[src/rtl/pwls_pkg.sv]
`default_nettype none
// ============================================================================
//  Module      : pwls_pkg
//  Description : Shared field widths, register offsets, channel parameter
//                record and register-file state encoding for the PWLS
//                channel register file and ALU.
//  Revision    : 1.0  initial release
// ============================================================================
package pwls_pkg;

  // Field widths (match the ALU defaults)
  localparam int BITS              = 12;
  localparam int OCT_BITS          = 3;
  localparam int MANT_BITS         = 10;
  localparam int DETUNE_EXP_BITS   = 3;
  localparam int SLOPE_EXP_BITS    = 4;
  localparam int SLOPE_OFFSET_BITS = 9;
  localparam int AMP_BITS          = 10;
  localparam int CHANNEL_MODE_BITS = 2;

  // Per-channel byte register offsets
  localparam logic [2:0] REG_MANT_LO  = 3'd0;  // mantissa[7:0]
  localparam logic [2:0] REG_MANT_HI  = 3'd1;  // {detune_exp, octave, mantissa[9:8]}
  localparam logic [2:0] REG_TRI_LO   = 3'd2;  // tri_offset[7:0]
  localparam logic [2:0] REG_TRI_HI   = 3'd3;  // {slope_exp, tri_offset[11:8]}
  localparam logic [2:0] REG_SLOPE_LO = 3'd4;  // slope_offset[7:0]
  localparam logic [2:0] REG_AMP_HI   = 3'd5;  // {5'b0, amp[9:8], slope_offset[8]}
  localparam logic [2:0] REG_AMP_LO   = 3'd6;  // amp[7:0]
  localparam logic [2:0] REG_MODE     = 3'd7;  // channel_mode, also arms commit

  // Every parameter the ALU consumes for one channel
  typedef struct packed {
    logic [MANT_BITS-1:0]         mantissa;
    logic [OCT_BITS-1:0]          octave;
    logic [DETUNE_EXP_BITS-1:0]   detune_exp;
    logic [BITS-1:0]              tri_offset;
    logic [SLOPE_EXP_BITS-1:0]    slope_exp;
    logic [SLOPE_OFFSET_BITS-1:0] slope_offset;
    logic [AMP_BITS-1:0]          amp;
    logic [CHANNEL_MODE_BITS-1:0] channel_mode;
  } channel_param_t;

  typedef enum logic [0:0] {
    IDLE   = 1'b0,
    COMMIT = 1'b1
  } reg_state_e;

endpackage
`default_nettype wire

[src/rtl/pwls_param_pack.sv]
`default_nettype none
// ============================================================================
//  Module      : pwls_param_pack
//  Description : Combinational byte map <-> channel_param_t. Merges one host
//                byte into a channel record; with PWLS_REG_READBACK_EN it also
//                extracts a byte from a record (reserved bits read as 0).
//  Revision    : 1.0  initial release
// ============================================================================
module pwls_param_pack
  import pwls_pkg::*;
(
  input  channel_param_t wr_cur,
  input  logic [2:0]     wr_reg,
  input  logic [7:0]     wr_byte,
  output channel_param_t wr_next
`ifdef PWLS_REG_READBACK_EN
  ,
  input  channel_param_t rd_cur,
  input  logic [2:0]     rd_reg,
  output logic [7:0]     rd_byte
`endif
);

  // Replace only the fields covered by the addressed byte register
  always_comb begin
    wr_next = wr_cur;
    case (wr_reg)
      REG_MANT_LO:  wr_next.mantissa[7:0] = wr_byte;
      REG_MANT_HI:  {wr_next.detune_exp, wr_next.octave, wr_next.mantissa[9:8]} = wr_byte;
      REG_TRI_LO:   wr_next.tri_offset[7:0] = wr_byte;
      REG_TRI_HI:   {wr_next.slope_exp, wr_next.tri_offset[11:8]} = wr_byte;
      REG_SLOPE_LO: wr_next.slope_offset[7:0] = wr_byte;
      REG_AMP_HI:   {wr_next.amp[9:8], wr_next.slope_offset[8]} = wr_byte[2:0];
      REG_AMP_LO:   wr_next.amp[7:0] = wr_byte;
      REG_MODE:     wr_next.channel_mode = wr_byte[CHANNEL_MODE_BITS-1:0];
      default:      wr_next = wr_cur;
    endcase
  end

`ifdef PWLS_REG_READBACK_EN
  // Rebuild the host-visible byte; bits with no backing field return 0
  always_comb begin
    rd_byte = 8'h00;
    case (rd_reg)
      REG_MANT_LO:  rd_byte = rd_cur.mantissa[7:0];
      REG_MANT_HI:  rd_byte = {rd_cur.detune_exp, rd_cur.octave, rd_cur.mantissa[9:8]};
      REG_TRI_LO:   rd_byte = rd_cur.tri_offset[7:0];
      REG_TRI_HI:   rd_byte = {rd_cur.slope_exp, rd_cur.tri_offset[11:8]};
      REG_SLOPE_LO: rd_byte = rd_cur.slope_offset[7:0];
      REG_AMP_HI:   rd_byte = {5'b00000, rd_cur.amp[9:8], rd_cur.slope_offset[8]};
      REG_AMP_LO:   rd_byte = rd_cur.amp[7:0];
      REG_MODE:     rd_byte = {{(8-CHANNEL_MODE_BITS){1'b0}}, rd_cur.channel_mode};
      default:      rd_byte = 8'h00;
    endcase
  end
`endif

endmodule
`default_nettype wire

[src/rtl/pwls_channel_reg_file.sv]
`default_nettype none
// ============================================================================
//  Module      : pwls_channel_reg_file
//  Description : Host-writable per-channel shadow registers that are copied
//                to active registers only at frame boundaries, so a channel's
//                parameters never change mid-sample. Serves the active record
//                of the sequencer-selected channel with one cycle of latency.
//                Optional feature macro: PWLS_REG_READBACK_EN (shadow readback).
//  Revision    : 1.0  initial release
// ============================================================================
module pwls_channel_reg_file
  import pwls_pkg::*;
#(
  parameter int NUM_CHANNELS = 4,
  localparam int CH_BITS = $clog2(NUM_CHANNELS)
) (
  input  logic                         clk,
  input  logic                         reset,
  input  logic                         wr_valid,
  output logic                         wr_ready,
  input  logic [CH_BITS+2:0]           wr_addr,
  input  logic [7:0]                   wr_data,
  input  logic                         frame_tick,
  input  logic [CH_BITS-1:0]           rd_ch,
  output logic [MANT_BITS-1:0]         mantissa,
  output logic [OCT_BITS-1:0]          octave,
  output logic [DETUNE_EXP_BITS-1:0]   detune_exp,
  output logic [BITS-1:0]              tri_offset,
  output logic [SLOPE_EXP_BITS-1:0]    slope_exp,
  output logic [SLOPE_OFFSET_BITS-1:0] slope_offset,
  output logic [AMP_BITS-1:0]          amp,
  output logic [CHANNEL_MODE_BITS-1:0] channel_mode,
  output logic                         commit_overrun
`ifdef PWLS_REG_READBACK_EN
  ,
  input  logic                         rd_req,
  input  logic [CH_BITS+2:0]           rd_addr,
  output logic [7:0]                   rd_data,
  output logic                         rd_data_valid
`endif
);

  localparam logic [CH_BITS-1:0] LAST_CH = CH_BITS'(NUM_CHANNELS - 1);

  reg_state_e              state;
  logic [CH_BITS-1:0]      ch_cnt;
  logic [NUM_CHANNELS-1:0] pending;
  channel_param_t          shadow [NUM_CHANNELS];
  channel_param_t          active [NUM_CHANNELS];
  channel_param_t          out_q;

  logic [CH_BITS-1:0]      wr_ch;
  logic [2:0]              wr_reg;
  logic                    wr_fire;
  channel_param_t          wr_merged;
  logic [NUM_CHANNELS-1:0] wr_pend_set;

  assign wr_ch   = wr_addr[CH_BITS+2:3];
  assign wr_reg  = wr_addr[2:0];
  assign wr_fire = wr_valid && wr_ready;

`ifdef PWLS_REG_READBACK_EN
  logic [CH_BITS-1:0] rb_ch;
  logic [2:0]         rb_reg;
  logic [7:0]         rb_byte;

  assign rb_ch  = rd_addr[CH_BITS+2:3];
  assign rb_reg = rd_addr[2:0];

  pwls_param_pack u_pack (
    .wr_cur  (shadow[wr_ch]),
    .wr_reg  (wr_reg),
    .wr_byte (wr_data),
    .wr_next (wr_merged),
    .rd_cur  (shadow[rb_ch]),
    .rd_reg  (rb_reg),
    .rd_byte (rb_byte)
  );
`else
  pwls_param_pack u_pack (
    .wr_cur  (shadow[wr_ch]),
    .wr_reg  (wr_reg),
    .wr_byte (wr_data),
    .wr_next (wr_merged)
  );
`endif

  // Mode-register writes arm the channel for the next frame commit
  always_comb begin
    wr_pend_set = '0;
    if (wr_fire && (wr_reg == REG_MODE)) begin
      wr_pend_set[wr_ch] = 1'b1;
    end
  end

  // Shadow writes, pending flags and the frame-boundary commit sequencer.
  // A write arriving with frame_tick is folded into the go decision so the
  // same frame already commits it; the sweep reads shadow during COMMIT.
  always_ff @(posedge clk) begin
    if (reset) begin
      state          <= IDLE;
      ch_cnt         <= '0;
      pending        <= '0;
      wr_ready       <= 1'b0;
      commit_overrun <= 1'b0;
      for (int i = 0; i < NUM_CHANNELS; i++) begin
        shadow[i] <= '0;
        active[i] <= '0;
      end
    end else begin
      case (state)
        IDLE: begin
          if (wr_fire) begin
            shadow[wr_ch] <= wr_merged;
          end
          pending <= pending | wr_pend_set;
          if (frame_tick && (|(pending | wr_pend_set))) begin
            state    <= COMMIT;
            ch_cnt   <= '0;
            wr_ready <= 1'b0;
          end else begin
            wr_ready <= 1'b1;
          end
        end
        COMMIT: begin
          if (pending[ch_cnt]) begin
            active[ch_cnt]  <= shadow[ch_cnt];
            pending[ch_cnt] <= 1'b0;
          end
          if (frame_tick) begin
            commit_overrun <= 1'b1;
          end
          if (ch_cnt == LAST_CH) begin
            state    <= IDLE;
            wr_ready <= 1'b1;
          end else begin
            ch_cnt <= ch_cnt + 1'b1;
          end
        end
        default: begin
          state    <= IDLE;
          wr_ready <= 1'b0;
        end
      endcase
    end
  end

  // Register the active record of the sequencer's channel
  always_ff @(posedge clk) begin
    if (reset) begin
      out_q <= '0;
    end else begin
      out_q <= active[rd_ch];
    end
  end

  assign mantissa     = out_q.mantissa;
  assign octave       = out_q.octave;
  assign detune_exp   = out_q.detune_exp;
  assign tri_offset   = out_q.tri_offset;
  assign slope_exp    = out_q.slope_exp;
  assign slope_offset = out_q.slope_offset;
  assign amp          = out_q.amp;
  assign channel_mode = out_q.channel_mode;

`ifdef PWLS_REG_READBACK_EN
  // Shadow readback, one cycle after the request, in any FSM state
  always_ff @(posedge clk) begin
    if (reset) begin
      rd_data       <= 8'h00;
      rd_data_valid <= 1'b0;
    end else begin
      rd_data_valid <= rd_req;
      if (rd_req) begin
        rd_data <= rb_byte;
      end
    end
  end
`endif

endmodule
`default_nettype wire

[config.mk]
export PLATFORM = sky130hd
export DESIGN_NAME = pwls_channel_reg_file
export DESIGN_NICKNAME = d
export VERILOG_FILES = /design/src/rtl/pwls_pkg.sv /design/src/rtl/pwls_param_pack.sv /design/src/rtl/pwls_channel_reg_file.sv
export SDC_FILE = /design/constraint.sdc
export NUM_CORES = 1
export LEC_CHECK = 0
export CORE_ASPECT_RATIO = 1.2
export CORE_MARGIN = 2
export CORE_UTILIZATION = 55
export DETAILED_ROUTE_END_ITERATION = 8
export PLACE_DENSITY = 0.76
export SLEW_MARGIN = 10
export SYNTH_ARGS = -nofsm -noshare
export SYNTH_HDL_FRONTEND = slang
export SYNTH_SLANG_ARGS = --single-unit
export TNS_END_PERCENT = 1
[constraint.sdc]
create_clock -name clk -period 2.35 [get_ports clk]
set_input_delay 0.3525 -clock clk [delete_from_list [all_inputs] [get_ports clk]]
set_output_delay 0.3525 -clock clk [all_outputs]
set_load 0.03 [all_outputs]
# ---- Word-level counts from Yosys, hierarchy flattened
# Memory sizes are Yosys's and may differ from the RTL's. A register that Yosys moved wholly into a read port is not among the register bits.
# Index checks and enable logic that the tools add are counted.
dict set report op_classes {
  n_addsub 1
  n_mul 0
  n_div 0
  magnitude_cmp 4
  eq_ne 20
  shifts 0
  mux 47
  bitwise_logic 4
  n_reduce_logical 19
}
# cell n
set ops {}
lappend ops {{53-bit 2-to-1 mux} 2}
lappend ops {{53-bit OR reduction} 2}
lappend ops {{8-bit 2-to-1 mux} 5}
lappend ops {{2-bit AND reduction} 10}
lappend ops {{1-bit 2-to-1 mux} 19}
lappend ops {{2-bit 2-to-1 mux} 9}
lappend ops {{4-bit 2-to-1 mux} 4}
lappend ops {{3-bit == test (second input constant)} 4}
lappend ops {{1-bit != test (second input constant)} 8}
lappend ops {{4-bit case mux with 2 select lines} 1}
lappend ops {{3-bit by 2-bit == test with 1-bit output (second input constant)} 2}
lappend ops {{2-bit by 3-bit less-than comparator with 1-bit output (second input constant)} 2}
lappend ops {{6-bit 2-to-1 mux} 1}
lappend ops {{1-bit logical AND} 5}
lappend ops {{4-bit AND} 1}
lappend ops {{1-bit demux with 2-bit select} 2}
lappend ops {{2-bit by 1-bit >= comparator with 1-bit output (second input constant)} 2}
lappend ops {{2-bit by 1-bit != test with 1-bit output (second input constant)} 2}
lappend ops {{2-bit != test (second input constant)} 2}
lappend ops {{4-bit inverter} 1}
lappend ops {{4-bit OR} 1}
lappend ops {{1-bit case mux with 2 select lines} 2}
lappend ops {{2-bit case mux with 2 select lines} 1}
lappend ops {{4-bit OR reduction} 1}
lappend ops {{other kinds (6)} 6}
dict set report word_totals {
  register_bits 9
  latchBits 0
  ram_bits 424
  mem_bits_ro 0
  in_bits 19
  output_inout_bits 55
  word_cells 102
  memories 2
}
# memory words word_bits read_ports rd_clocked_by_memory_dff write_ports line_no
set mem_list {}
lappend mem_list {active 4 53 1 1 4 pwls_channel_reg_file.sv:49} ;# channel_param_t active [NUM_CHANNELS];
lappend mem_list {shadow 4 53 1 1 4 pwls_channel_reg_file.sv:48} ;# channel_param_t shadow [NUM_CHANNELS];

# ---- Longest topological paths before layout
dict set report depth {
  word_depth 12
  depth_mapped 6
}

# ---- Hierarchy
# From an unflattened synthesis, not the netlist that was laid out.
dict set report unflattened {
  hier_cells 1366
  hier_area_um2 22689.3
}
# mod n_inst cells_per_inst area_each_um2 seq_area_each_um2
set by_module_without_submodules {}
lappend by_module_without_submodules {pwls_channel_reg_file 1 1302 21951.1 14013.4}
lappend by_module_without_submodules {pwls_param_pack 1 64 738.2 0.0}

# ---- Least setup slack after synthesis
# OpenSTA, ideal clock, no wires.
dict set report synth_path {
  path_type {register to register}
  start {register ch_cnt[1]}
  end {memory active[3][0] (netlist bit) (enable)}
  t_arrival_ns 1.953
  t_required_ns 1.937
  setup_slack_ns -0.017
  path_stages_with_launch 3
  path_cell_list {dfxtp_1 clkbuf_1 a41o_1}
}
# element line_no
set synth_lines {}
lappend synth_lines {{start: declaration} pwls_channel_reg_file.sv:46} ;# logic [CH_BITS-1:0] ch_cnt;
lappend synth_lines {{start signal: assignment} pwls_channel_reg_file.sv:137} ;# ch_cnt <= ch_cnt + 1'b1;
lappend synth_lines {{end: declaration} pwls_channel_reg_file.sv:49}

==> flow_metrics.env <==
export IMPL_io_pins=74
export IMPL_netlist_area_mm2=0.0201
export IMPL_hp_start="reset"
export IMPL_synth_commonest_cells="edfxtp_1 (424), and2_1 (170), nor2_1 (164), nor2b_1 (111), mux4_2 (107)"
export IMPL_endpoint_kind="flop"
export IMPL_area_growth_pct=17.7
export IMPL_place_congestion=0.916
export IMPL_setup_viol=0
export IMPL_die_x_um=179
export IMPL_r2r_start="state$_SDFF_PP0_"
export IMPL_grt_pass1_wl_um=68800
export IMPL_grtUsageTotal_pct=24.8
export IMPL_synth_area_leader_cell="edfxtp_1"
export IMPL_nFillCells=2403
export IMPL_clk_pin_slew_ns=0.07
export IMPL_yosysMostFrequentCell="edfxtp_1"
export IMPL_io_buffers=73
export IMPL_drtAntennaViolNets=0
export IMPL_grt_pass1_vias=11302
export IMPL_rows=76
export IMPL_start_util_pct=55.9
export IMPL_root_buffer="clkbuf_16"
export IMPL_overflow=0
export IMPL_final_util_pct=65.8
export IMPL_worst_pin_slew_ns=0.884
export IMPL_skew_ns=0.0178
export IMPL_cp_data_required_time_ns=2.66
export IMPL_cp_start_kind="flop"
export IMPL_cts_sinks=488
export IMPL_drive_gt1_share_pct=22.0
export IMPL_vias=11142
export IMPL_drt_iter0_drc=1284
export IMPL_worst_path_max_fanout=10
export IMPL_slew_headroom_pct=41.0
export IMPL_cpMaxStageDelayCell="nor2b_1"
export IMPL_rsz0062_at_grt="false"
export IMPL_drc_errors=0
export IMPL_arrival_ns=2.48
export IMPL_drt_first_pass_iters=5
export IMPL_antennaDiodeCount=0
export IMPL_die_height_um=213
export IMPL_ir_worst_vdd_mv=0.502
export IMPL_syn_nets=1267
export IMPL_crit_chain="and4bb_2 -> nor2b_1 -> nor2_1 -> buf_4"
export IMPL_cts_tree="done"
export IMPL_synth_edff_count=424
export IMPL_status="complete, no violations"
export IMPL_fmax_mhz=462
export IMPL_grt_use_met1_pct=33.0
export IMPL_post_cts_setup_buffers=0
export IMPL_die_area_mm2=0.0381
export IMPL_async_reset_ff_share_pct=0
export IMPL_yosysWarnings=0
export IMPL_grt_max_degree=58
export IMPL_h_tree_depth=2
export IMPL_hold_violations=0
export IMPL_synthDistinctLibCells=41
export IMPL_cts_max_path_buffers=3
export IMPL_cap_viol_max_count=0
export IMPL_grt_met2_usage_pct=40.6
export IMPL_min_path_cells=3
export IMPL_path_delay_family="simple AND/OR/NAND/NOR gates"
export IMPL_synth_area_leaders="edfxtp_1 (63%), mux4_2 (12%), dfxtp_1 (6.4%)"
export IMPL_synthCells=1244
export IMPL_cts_resized_gates=0
export IMPL_r2r_end="shadow[3][25]$_DFFE_PP_"
export IMPL_power_w=0.0187
export IMPL_tns_ns=0
export IMPL_p_leak_nw=8.52
export IMPL_detail_route_wl_per_cell_um=23.9
export IMPL_nNetsFinal=1421
export IMPL_maxSlewViolCount=0
export IMPL_core_mm2=0.0359
export IMPL_period_minus_slack_ns=2.17
export IMPL_p_per_area_mw_per_mm2=793
export IMPL_r2r_setup_slack_ns=0.18
export IMPL_post_place_ws_ns=-0.140
export IMPL_synth_top_area_share_pct=63.4
export IMPL_routed_via_density=5.85
export IMPL_synth_seq_cells=488
export IMPL_setup_slack_ns=0.184
export IMPL_routed_wirelength_um=45400
export IMPL_hold_buffers=0
export IMPL_min_period_over_period_pct=92.2
export IMPL_min_to="channel_mode[1]$_SDFF_PP0_"
export IMPL_postSynthAreaPerCell_um2=16.2
export IMPL_synth_yosys_seq_area_share_pct=69.7
export IMPL_slowest_delay_ns=0.73
export IMPL_crit_type="flop to flop"
export IMPL_path_buf_inv=1
export IMPL_busiest_layer="met2"
export IMPL_min_path_type="input port to flop"
export IMPL_cts_buffers=47
export IMPL_met3_usage_pct=4.13
export IMPL_dp_hpwl_um=29200
export IMPL_antenna_found_initial=0
export IMPL_rr_worst_depth=4
export IMPL_clock_latency_ns=0.55
export IMPL_ys_flop_type="edfxtp_1"
## registers in the layout, indices dropped and copies added (netlist names), named ones only
| name | count |
|---|---|
| shadow | 212 |
| mantissa | 10 |
| channel_mode | 2 |
| detune_exp | 3 |
| octave | 3 |
| slope_exp | 4 |
| tri_offset | 12 |
| commit_overrun | 1 |
| ch_cnt | 2 |
| slope_offset | 9 |
| active | 212 |
| amp | 10 |
| state | 1 |
| pending | 4 |
| wr_ready | 1 |
## routing by layer
metal	up-vias	share of wire, %
li1	4888	-
met1	5570	38
met2	570	49
met3	114	8.3
met4	0	4.6
met5	-	0
## layout make-up
| type | count | area (µm²) | share of cell area [%] |
|---|---|---|---|
| sequential | 488 | 14000 | 59.3 |
| multi-input combinational | 669 | 5670 | 24.0 |
| timing repair buffer | 188 | 1770 | 7.49 |
| clock buffer | 62 | 1310 | 5.53 |
| tap | 468 | 586 | 2.48 |
| clock inverter | 24 | 279 | 1.18 |
| inverter | 4 | 15.0 | 0.0635 |
## power breakdown
part	internal (W)	total, W	switching (W)
sequential	0.00973	0.00984	0.000107
clock	0.00459	0.00773	0.00314
combinational	0.000502	0.00119	0.000683
total	0.0148	0.0187	0.00393
## cell families after synthesis
| logic type | Yosys count | synth area share [%] |
|---|---|---|
| compound gates | 49 | 2.14 |
| mux | 107 | 12.0 |
| flops | 488 | 69.7 |
| fa+ha+maj | 4 | 0.249 |
| simple gates | 509 | 13.8 |
| buf+inv | 87 | 2.14 |
## worst register-to-register path, stage by stage, from the launching register on
cell      delay [ns]
dfxtp_1         0.39
and4bb_2        0.41
nor2b_1         0.73
nor2_1          0.18
buf_4           0.22
## worst max-delay path by stage
stage,startpoint,endpoint,slack [ns],depth (start not counted)
finish,state$_SDFF_PP0_,shadow[3][25]$_DFFE_PP_,0.18,4
global route,state$_SDFF_PP0_,shadow[3][29]$_DFFE_PP_,0.13,4
CTS,slope_offset[8]$_SDFF_PP0_,slope_offset[8],0.20,1
detailed placement,wr_valid,shadow[3][26]$_DFFE_PP_,-0.14,5
global placement,wr_valid,shadow[3][36]$_DFFE_PP_,-0.12,5
floorplan,wr_ready$_SDFFE_PP0P_,shadow[0][21]$_SDFFCE_PN0P_,0.16,6
## layout by cell type, fill, tap and decap left out, types with 7 or more instances in the layout
cell / count
nor3b_1: 7
nor2_1: 164
and2_1: 170
clkdlybuf4s50_1: 70
dfxtp_1: 62
nand3_1: 29
nand2_1: 7
buf_4: 102
edfxtp_1: 424
clkinv_1: 7
buf_12: 15
clkbuf_16: 49
nor2b_1: 111
clkbuf_1: 8
a21o_1: 12
mux4_2: 107
clkinv_2: 7
o21bai_1: 12
## through the flow
stage                     hold slack, ns  area (µm²)  cells
after global placement             0.466       22100   1817
after floorplan                    0.497       20100   1244
after detailed placement           0.503       22100   1817
final                              0.389       23600   1903
after global routing               0.416       23600   1903
after CTS                          0.386       23600   1903
Power figures use the tool's default switching activity.
